File: config.mk
export PLATFORM = sky130hd
export DESIGN_NAME = vend_output_ctrl_flat
export DESIGN_NICKNAME = d
export VERILOG_FILES = /design/src/rtl/vend_output_ctrl_if.sv /design/src/rtl/vend_output_ctrl.sv /design/src/flat_wrapper.sv
export SDC_FILE = /design/constraint.sdc
export NUM_CORES = 1
export LEC_CHECK = 0
export CAP_MARGIN = 0
export CORE_MARGIN = 1
export CORE_UTILIZATION = 40
export DETAILED_ROUTE_END_ITERATION = 10
export SYNTH_ARGS = -nofsm -noshare
export SYNTH_HDL_FRONTEND = slang
export SYNTH_SLANG_ARGS = --single-unit
File: constraint.sdc
create_clock -name sys_clk -period 3.75 [get_ports sys_clk]
set_clock_uncertainty 0.2 [all_clocks]
set_input_delay 0.75 -clock sys_clk [delete_from_list [all_inputs] [get_ports sys_clk]]
set_output_delay 0.75 -clock sys_clk [all_outputs]
set_load 0.1 [all_outputs]
File: src/rtl/vend_output_ctrl_if.sv
// Bundles the coin-FSM state input, the error clear and every drive/display output of vend_output_ctrl.
// Valid/ready: there is no handshake; state is sampled on every sys_clk edge and the outputs are registered levels.
interface vend_output_ctrl_if;
    logic [6:0] state;
    logic       err_clr;
    logic       po_cola;
    logic       po_money;
    logic [3:0] led;
    logic [7:0] cola_cnt;
    logic [7:0] change_cnt;
    logic       err;
    logic       dbg_dispense;

    modport master (
        output state, err_clr,
        input  po_cola, po_money, led, cola_cnt, change_cnt, err, dbg_dispense
    );

    modport slave (
        input  state, err_clr,
        output po_cola, po_money, led, cola_cnt, change_cnt, err, dbg_dispense
    );
endinterface

File: src/rtl/vend_output_ctrl.sv
// Vend output stage: timed dispense/change pulses, credit LED display with dispense blink,
// saturating sales counters and a sticky illegal-state flag.
module vend_output_ctrl #(
    parameter int HOLD_CYC  = 25_000_000,
    parameter int BLINK_CYC = 5_000_000,
    parameter int CNT_W     = 25
) (
    input  logic                sys_clk,
    input  logic                sys_rst_n,
    vend_output_ctrl_if.slave   bus
);
    typedef enum logic {S_IDLE, S_DISPENSE} fsm_t;

    localparam logic [CNT_W-1:0] HOLD_LAST  = CNT_W'(HOLD_CYC - 1);
    localparam logic [CNT_W-1:0] BLINK_LAST = CNT_W'(BLINK_CYC - 1);

    fsm_t             fsm_q, fsm_d;
    logic             po_cola_q, po_cola_d;
    logic             po_money_q, po_money_d;
    logic [3:0]       led_q, led_d;
    logic [7:0]       cola_cnt_q, cola_cnt_d;
    logic [7:0]       change_cnt_q, change_cnt_d;
    logic             err_q, err_d;
    logic [CNT_W-1:0] hold_cnt_q, hold_cnt_d;
    logic [CNT_W-1:0] blink_cnt_q, blink_cnt_d;
    logic             blink_ph_q, blink_ph_d;
    logic [6:0]       state_prev_q, state_prev_d;

    logic       is_vend;
    logic       is_legal;
    logic       vend_ev;
    logic       vend_change;
    logic [3:0] credit_led;

    // Decode the incoming code once: display pattern, legality and vend-code detection.
    always_comb begin
        credit_led = 4'b0000;
        is_legal   = 1'b1;
        case (bus.state)
            7'b0000001: credit_led = 4'b0000;
            7'b0000010: credit_led = 4'b0001;
            7'b0000100: credit_led = 4'b0011;
            7'b0001000: credit_led = 4'b0111;
            7'b0010000: credit_led = 4'b1111;
            7'b0100001: credit_led = 4'b0000;
            7'b1000001: credit_led = 4'b0000;
            default:    is_legal   = 1'b0;
        endcase
    end

    assign is_vend     = (bus.state == 7'b0100001) || (bus.state == 7'b1000001);
    assign vend_ev     = (bus.state != state_prev_q) && is_vend;
    assign vend_change = (bus.state[6:5] == 2'b10);

    always_comb begin
        fsm_d        = fsm_q;
        po_cola_d    = po_cola_q;
        po_money_d   = po_money_q;
        led_d        = credit_led;
        hold_cnt_d   = hold_cnt_q;
        blink_cnt_d  = blink_cnt_q;
        blink_ph_d   = blink_ph_q;
        state_prev_d = bus.state;

        // A vend event always (re)starts the pulse, even on the last hold cycle.
        if (vend_ev) begin
            fsm_d       = S_DISPENSE;
            po_cola_d   = 1'b1;
            po_money_d  = vend_change;
            hold_cnt_d  = '0;
            blink_cnt_d = '0;
            blink_ph_d  = 1'b1;
            led_d       = 4'b1111;
        end else begin
            case (fsm_q)
                S_IDLE: begin
                    led_d = credit_led;
                end
                S_DISPENSE: begin
                    if (hold_cnt_q == HOLD_LAST) begin
                        fsm_d      = S_IDLE;
                        po_cola_d  = 1'b0;
                        po_money_d = 1'b0;
                        led_d      = credit_led;
                    end else begin
                        hold_cnt_d = hold_cnt_q + 1'b1;
                        if (blink_cnt_q == BLINK_LAST) begin
                            blink_cnt_d = '0;
                            blink_ph_d  = ~blink_ph_q;
                        end else begin
                            blink_cnt_d = blink_cnt_q + 1'b1;
                        end
                        led_d = {4{blink_ph_d}};
                    end
                end
                default: fsm_d = S_IDLE;
            endcase
        end
    end

    // Counters stick at 255; set wins over clear for err.
    always_comb begin
        cola_cnt_d   = cola_cnt_q;
        change_cnt_d = change_cnt_q;
        if (vend_ev && (cola_cnt_q != 8'hFF)) cola_cnt_d = cola_cnt_q + 8'd1;
        if (vend_ev && vend_change && (change_cnt_q != 8'hFF)) change_cnt_d = change_cnt_q + 8'd1;
        err_d = !is_legal || (err_q && !bus.err_clr);
    end

    always_ff @(posedge sys_clk or negedge sys_rst_n) begin
        if (!sys_rst_n) begin
            fsm_q        <= S_IDLE;
            po_cola_q    <= 1'b0;
            po_money_q   <= 1'b0;
            led_q        <= 4'b0000;
            cola_cnt_q   <= 8'd0;
            change_cnt_q <= 8'd0;
            err_q        <= 1'b0;
            hold_cnt_q   <= '0;
            blink_cnt_q  <= '0;
            blink_ph_q   <= 1'b1;
            state_prev_q <= 7'b0000001;
        end else begin
            fsm_q        <= fsm_d;
            po_cola_q    <= po_cola_d;
            po_money_q   <= po_money_d;
            led_q        <= led_d;
            cola_cnt_q   <= cola_cnt_d;
            change_cnt_q <= change_cnt_d;
            err_q        <= err_d;
            hold_cnt_q   <= hold_cnt_d;
            blink_cnt_q  <= blink_cnt_d;
            blink_ph_q   <= blink_ph_d;
            state_prev_q <= state_prev_d;
        end
    end

    assign bus.po_cola      = po_cola_q;
    assign bus.po_money     = po_money_q;
    assign bus.led          = led_q;
    assign bus.cola_cnt     = cola_cnt_q;
    assign bus.change_cnt   = change_cnt_q;
    assign bus.err          = err_q;
    assign bus.dbg_dispense = (fsm_q == S_DISPENSE);
endmodule

File: src/flat_wrapper.sv
// flat-port wrapper written by rule: the top's interface ports become plain ports
module vend_output_ctrl_flat 
#(
    parameter int HOLD_CYC  = 25_000_000,
    parameter int BLINK_CYC = 5_000_000,
    parameter int CNT_W     = 25
)
  (sys_clk, sys_rst_n, bus_state, bus_err_clr, bus_po_cola, bus_po_money, bus_led, bus_cola_cnt, bus_change_cnt, bus_err, bus_dbg_dispense);
  vend_output_ctrl_if bus_i ();
  input  logic sys_clk;
  input  logic sys_rst_n;
  input wire logic [$bits(bus_i.state)-1:0] bus_state;
  input wire logic [$bits(bus_i.err_clr)-1:0] bus_err_clr;
  output wire logic [$bits(bus_i.po_cola)-1:0] bus_po_cola;
  output wire logic [$bits(bus_i.po_money)-1:0] bus_po_money;
  output wire logic [$bits(bus_i.led)-1:0] bus_led;
  output wire logic [$bits(bus_i.cola_cnt)-1:0] bus_cola_cnt;
  output wire logic [$bits(bus_i.change_cnt)-1:0] bus_change_cnt;
  output wire logic [$bits(bus_i.err)-1:0] bus_err;
  output wire logic [$bits(bus_i.dbg_dispense)-1:0] bus_dbg_dispense;
  assign bus_i.state = bus_state;
  assign bus_i.err_clr = bus_err_clr;
  assign bus_po_cola = bus_i.po_cola;
  assign bus_po_money = bus_i.po_money;
  assign bus_led = bus_i.led;
  assign bus_cola_cnt = bus_i.cola_cnt;
  assign bus_change_cnt = bus_i.change_cnt;
  assign bus_err = bus_i.err;
  assign bus_dbg_dispense = bus_i.dbg_dispense;
  vend_output_ctrl #(.HOLD_CYC(HOLD_CYC), .BLINK_CYC(BLINK_CYC), .CNT_W(CNT_W)) u_core (.sys_clk(sys_clk), .sys_rst_n(sys_rst_n), .bus(bus_i));
endmodule
==> results of run 1 <==
critical path, cell delays in order:
cell and delay (ns):
clkdlybuf4s50_1 0.55, xor2_1 0.20, or4_1 0.53, o2111a_1 0.39, nor2_2 0.24, inv_1 0.15
a21oi_1 0.24, a21oi_1 0.10
flip-flops by register name (all words and copies together) (netlist names), 4 cells and up:
signal,flops
u_core.blink_cnt_q,25
u_core.bus.change_cnt,8
u_core.bus.cola_cnt,8
u_core.bus.led,4
u_core.hold_cnt_q,25
u_core.state_prev_q,7
synthesized netlist by cell type, drive strengths merged, types with 5 or more instances:
cell type  count  area, um2
a2111oi        5       45.0
xnor2         36        315
nand4         19        119
or3            5       36.3
clkbuf         9       33.8
dfrtp         80       2000
nor3          12       60.1
buf            9       43.8
nor2          57        216
nor4           9       71.3
xor2          24        210
nand3         23        115
and3           6       37.5
a21oi         18       90.1
inv            9       33.8
nand2         35        131
o21ai         11       62.6
power groups by stage:
stage / clock network, W / logic (W) / registers, W
2_1_floorplan: 0 / 0.000373 / 0.00153
3_3_place_gp: 0 / 0.000805 / 0.00130
3_5_place_dp: 0 / 0.000818 / 0.00131
4_1_cts: 0.000744 / 0.000821 / 0.00129
5_1_grt: 0.000780 / 0.000893 / 0.00133
6_report: 0.000722 / 0.000812 / 0.00130
stage by stage:
stage | power, W | utilization [%]
global route | 0.00301 | 48.8
CTS | 0.00286 | 48.8
finish | 0.00283 | 48.8
detailed placement | 0.00213 | 46.5
floorplan | 0.00190 | -
global placement | 0.00211 | 46.5
final timing paths:
| check | endpoint | cells after the start | startpoint | slack, ns |
|---|---|---|---|---|
| worst max-delay path | u_core.bus.led[0] | 8 | bus_state[2] | 0.62 |
| worst min-delay path | u_core.bus.po_cola | 2 | u_core.bus.po_cola | 0.28 |
| worst max register to register | u_core.bus.led[3] | 6 | u_core.blink_cnt_q[16] | 0.78 |
| worst min register to register | u_core.bus.po_cola | 2 | u_core.bus.po_cola | 0.28 |
| max in group asynchronous | u_core.hold_cnt_q[9] | 1 | sys_rst_n | 2.32 |
| min in group asynchronous | u_core.bus.change_cnt[3] | 1 | sys_rst_n | 0.35 |
area by class of cell:
| type | count | area, um2 | area share (%) |
|---|---|---|---|
| clock buffers | 10 | 138 | 2.85 |
| clock inverters | 6 | 88.8 | 1.84 |
| inverters | 9 | 33.8 | 0.699 |
| multi-input cells | 312 | 1970 | 40.7 |
| flip-flops and latches | 82 | 2050 | 42.5 |
| well taps | 133 | 166 | 3.44 |
| repair buffers | 42 | 383 | 7.92 |
kinds of logic after synthesis:
| family | after synthesis | synth area share [%] |
|---|---|---|
| XOR/XNOR | 60 | 12.7 |
| AND/OR/NAND/NOR | 189 | 23.5 |
| buffers and inverters | 27 | 2.70 |
| AO/OA/AOI/OAI | 57 | 9.60 |
| adder cells (fa/ha/maj) | 4 | 1.21 |
| flip-flops | 82 | 49.7 |
| multiplexers | 2 | 0.545 |
metal layers:
| layer | wire (um) | vias up | global-route usage, % |
|---|---|---|---|
| li1 | - | 1568 | - |
| met1 | 4160 | 1535 | 23.0 |
| met2 | 3910 | 42 | 26.2 |
| met3 | 171 | 4 | 2.39 |
| met4 | 81 | 0 | 8.07 |
| met5 | 0 | - | 0 |
==> reports/qor.yml, run 1 <==
worst_setup_path:
  endpoint_kind: "flip-flop"
  cp-start-kind: "input pin"
  required_ns: 3.77
  critPathKind: "input pin to flip-flop"
  crit_fanout: 9
  arrival_ns: 3.15
place:
  dpl-instance-area_um2: 4610
  hpwl_mm: 5.79
  dp_slack_ns: 0.285
  place_inst: 578
  portBuffers: 33
  gp_congestion: 0.761
routing:
  num_vias: 3149
  viasPerCell: 5.30
  drt_first_pass_iters: 4
  route.detailed.drc: 0
  wirelength_mm: 8.32
  drt-initial-drc-count: 140
  wl_per_cell_um: 14.0
  ant_nets: 0
cts:
  ctsResizeCount: 0
  cts-root-buf: "clkbuf_8"
  clockBufferDepth: 2
  cts_setup_buffers: 0
  path_clk_slew_ns: 0.09
  numCtsBuffers: 9
  ctsHoldBuffers: 0
  clk_latency_ns: 0.35
  cts_sinks: 82
  cts_tree: "done"
  htreeDepth: 3
power:
  p_int_w: 0.00174
  power_density_nw_per_um2: 586
  swShare_pct: 38.6
  p_clk_share_pct: 25.5
  p_sw_w: 0.00109
  vdd_drop_max_uv: 414
  pwr-share-seq_pct: 45.8
  p_comb_share_pct: 28.7
  p_leak_nw: 1.95
sta:
  setup_slack_ns: 0.624
  period_minus_slack_ns: 3.13
  fmax_mhz: 320
  grt_setup_unrepaired: "no"
  tns_ns: 0
  fin_crit_sh_pct: 83.4
  slew_headroom_pct: 31.8
  worst_pin_slew_ns: 1.02
  finalSetupViolCount: 0
  hold_viol_final: 0
  fin_hold_ws_ns: 0.284
  slew_viol_final: 0
floorplanning:
  die_area_um2: 10700
  die_w_um: 104
  rows: 36
  ios: 34
  core_um2: 9910
  die_h_um: 104
  start_util_pct: 41.7
final_layout:
  fill_cells: 917
  areaGrowthSynthToFinish_pct: 17.0
  num_antenna_cells: 0
  fin_area_um2: 4830
  drive_gt1_share_pct: 9.33
  fin_nets: 470
  final_cell_mix: "80 x dfrtp_1, 56 x nor2_1, 36 x xnor2_1, 35 x nand2_1, 27 x clkdlybuf4s50_1"
  post_layout_nonfiller_instances: 594
  layout_commonest_cell: "dfrtp_1"
run_status:
  outcome: "finished clean"
synth:
  syn_nets: 435
  syn-mean-instance-area_um2: 9.81
  ys_seq_area_share_pct: 49.7
  synth_cells: 421
  ys_ff_latch: 82
  synth_ff_type: "dfrtp_1"
  synthArstFlopShare_pct: 100
  ys_types: 56
  syn-cell-area_um2: 4130
  synth_edf_count: 0
  yosysWarningCount: 0
job:
  drv_cap: 0
grt:
  antenna_found_initial: 0
  grt_usage_pct: 16.8
  grt-ovfl-total: 0
  grt_max_degree: 83
  grt_pass1_wl_mm: 14.6
  grt_pass1_vias: 3057
worst_hold_path:
  worstHoldPathType: "flip-flop to flip-flop"
Note: power is estimated with default switching activity, not from simulation.
==> run 2, diff against run 1 <==
==> constraint.sdc (replaced) <==
create_clock -name sys_clk -period 2.8 [get_ports sys_clk]
set_clock_uncertainty 0.2 [all_clocks]
set_input_delay 0.56 -clock sys_clk [delete_from_list [all_inputs] [get_ports sys_clk]]
set_output_delay 0.56 -clock sys_clk [all_outputs]
set_load 0.1 [all_outputs]
==> reports/qor.yml, run 2 (synthesis gave the netlist of run 1 again) <==
routing:
  drt_first_pass_iters: 4  # unchanged
  drt-initial-drc-count: 134  # was 140
  ant_nets: 0  # unchanged
  viasPerCell: 5.17  # was 5.30
  route.detailed.drc: 0  # unchanged
  wirelength_mm: 8.83  # was 8.32 mm
  wl_per_cell_um: 14.2  # was 14.0 um
  num_vias: 3229  # was 3149
floorplanning:
  ios: 34  # unchanged
  die_area_um2: 10700  # unchanged
  start_util_pct: 41.7  # unchanged
  core_um2: 9910  # unchanged
  die_w_um: 104  # unchanged
  rows: 36  # unchanged
  die_h_um: 104  # unchanged
grt:
  grt-ovfl-total: 0  # unchanged
  grt_max_degree: 67  # was 83
  grt_usage_pct: 18.4  # was 16.8%
  antenna_found_initial: 0  # unchanged
  grt_pass1_vias: 3287  # was 3057
  grt_pass1_wl_mm: 15.9  # was 14.6 mm
sta:
  slew_headroom_pct: 45.4  # was 31.8%
  fmax_mhz: 378
  finalSetupViolCount: 0  # unchanged
  worst_pin_slew_ns: 0.818  # was 1.02 ns
  slew_viol_final: 0  # unchanged
  fin_crit_sh_pct: 94.6
  hold_viol_final: 0  # unchanged
  period_minus_slack_ns: 2.65
  grt_setup_unrepaired: "no"  # unchanged
power:
  p_leak_nw: 2.13  # was 1.95 nW
  vdd_drop_max_uv: 520  # was 414 uV
  power_w: 0.00374  # was 0.00283 W
  power_density_nw_per_um2: 747  # was 586 nW/um2
cts:
  clk_latency_ns: 0.36  # was 0.35 ns
  cts_setup_buffers: 0  # unchanged
  ctsHoldBuffers: 0  # unchanged
  htreeDepth: 3  # unchanged
  ctsResizeCount: 0  # unchanged
  cts_tree: "done"  # unchanged
  cts_sinks: 82  # unchanged
  clockBufferDepth: 2  # unchanged
  path_clk_slew_ns: 0.08  # was 0.09 ns
  cts-root-buf: "clkbuf_8"  # unchanged
  numCtsBuffers: 9  # unchanged
final_layout:
  num_antenna_cells: 0  # unchanged
  areaGrowthSynthToFinish_pct: 21.4  # was 17.0%
  largest_registers: "u_core.blink_cnt_q: 25 flops, u_core.hold_cnt_q: 25 flops"  # unchanged
  fin_area_um2: 5010  # was 4830 um2
  fin_util_pct: 50.6  # was 48.8%
  layout_commonest_cell: "dfrtp_1"  # unchanged
  drive_gt1_share_pct: 18.7  # was 9.33%
  fin_nets: 500  # was 470
  final_cell_mix: "80 x dfrtp_1, 62 x buf_4, 56 x nor2_1, 36 x xnor2_1, 35 x nand2_1"  # was 80 x dfrtp_1, 56 x nor2_1, 36 x xnor2_1, 35 x nand2_1, 27 x clkdlybuf4s50_1
worst_setup_path:
  endpoint_kind: "flip-flop"  # unchanged
  slowest_delay_ns: 0.51  # was 0.55 ns
  crit_cells: 9  # was 8
  cp-start-kind: "input pin"  # unchanged
  cpMaxStageDelayCell: "or4_1"  # was clkdlybuf4s50_1
  crit_chain: "clkdlybuf4s50_1 > xor2_1 > or4_1 > o2111ai_1 > buf_4 > a2111oi_1 > buf_4 > a31o_2 > a21oi_1"  # was clkdlybuf4s50_1 > xor2_1 > or4_1 > o2111a_1 > nor2_2 > inv_1 > a21oi_1 > a21oi_1
  required_ns: 2.89  # was 3.77 ns
  crit_top_cell: "buf_4"  # was a21oi_1
  crit_fanout: 11  # was 9
  arrival_ns: 2.74  # was 3.15 ns
  crit_family: "buffers and inverters"  # was simple AND/OR/NAND/NOR gates
  critPathKind: "input pin to flip-flop"  # unchanged
  reg2reg_depth: 7  # was 6
  crit_buf_inv: 3  # was 2
worst_hold_path:
  worstHoldPathType: "input pin to async pin"  # was flip-flop to flip-flop
place:
  gp_congestion: 0.788  # was 0.761
  hpwl_mm: 6.24  # was 5.79 mm
  dpl-instance-area_um2: 4810  # was 4610 um2
  portBuffers: 33  # unchanged
run_status:
  outcome: "finished clean"  # unchanged
job:
  drv_cap: 0  # unchanged
==> run 2: changes by cell type in the layout (fill, tap and decap cells not counted), sizes merged <==
cell	before	now
buf	15	64
clkdlybuf4s50	27	8
clkinv	1	3
bufinv	2	1
clkbuf	10	11
clkinvlp	2	1
inv	10	9
==> run 2: metal layers <==
metal	share of wire (%)	global-route usage, %
met5	0	0
met4	1.5	8.18
met3	3.2	3.78
met2	46	28.3
met1	50	25.0
==> run 2: per-stage QoR <==
step           worst slack, ns  setup TNS, ns  instances  hold WS [ns]
2_1_floorplan            0.141              0        421        0.0644
5_1_grt                 0.0311              0        624         0.159
3_3_place_gp            -0.163          -3.12        608         0.284
6_report                 0.152              0        624        0.0970
3_5_place_dp            -0.212          -4.57        608         0.288
4_1_cts                 0.0510              0        624         0.121
==> run 2: path summary, 6_finish.rpt <==
check                                         start                       end  slack, ns
setup / recovery                       bus_state[2]    u_core.blink_cnt_q[24]       0.15
hold / removal                            sys_rst_n  u_core.bus.change_cnt[2]        0.1
setup reg to reg             u_core.blink_cnt_q[17]     u_core.blink_cnt_q[7]       0.21
hold reg to reg            u_core.bus.change_cnt[6]  u_core.bus.change_cnt[6]       0.29
max in group asynchronous                 sys_rst_n    u_core.bus.cola_cnt[5]       1.64
min in group sys_clk       u_core.bus.change_cnt[6]  u_core.bus.change_cnt[6]       0.29
==> run 2: power by group <==
| part | total [W] | internal (W) | leakage (nW) | switching (W) |
|---|---|---|---|---|
| Clock | 0.000883 | 0.000456 | 0.105 | 0.000427 |
| Combinational | 0.00112 | 0.000373 | 0.986 | 0.000745 |
| Sequential | 0.00174 | 0.00145 | 1.04 | 0.000290 |
==> run 2: layout make-up <==
type / count / area (um2)
Clock buffer: 11 / 151
Clock inverter: 5 / 52.6
Inverter: 9 / 33.8
Tap cell: 133 / 166
Fill cell: 928 / 4900
Sequential cell: 82 / 2050
Multi-Input combinational cell: 312 / 1970
Timing Repair Buffer: 72 / 586
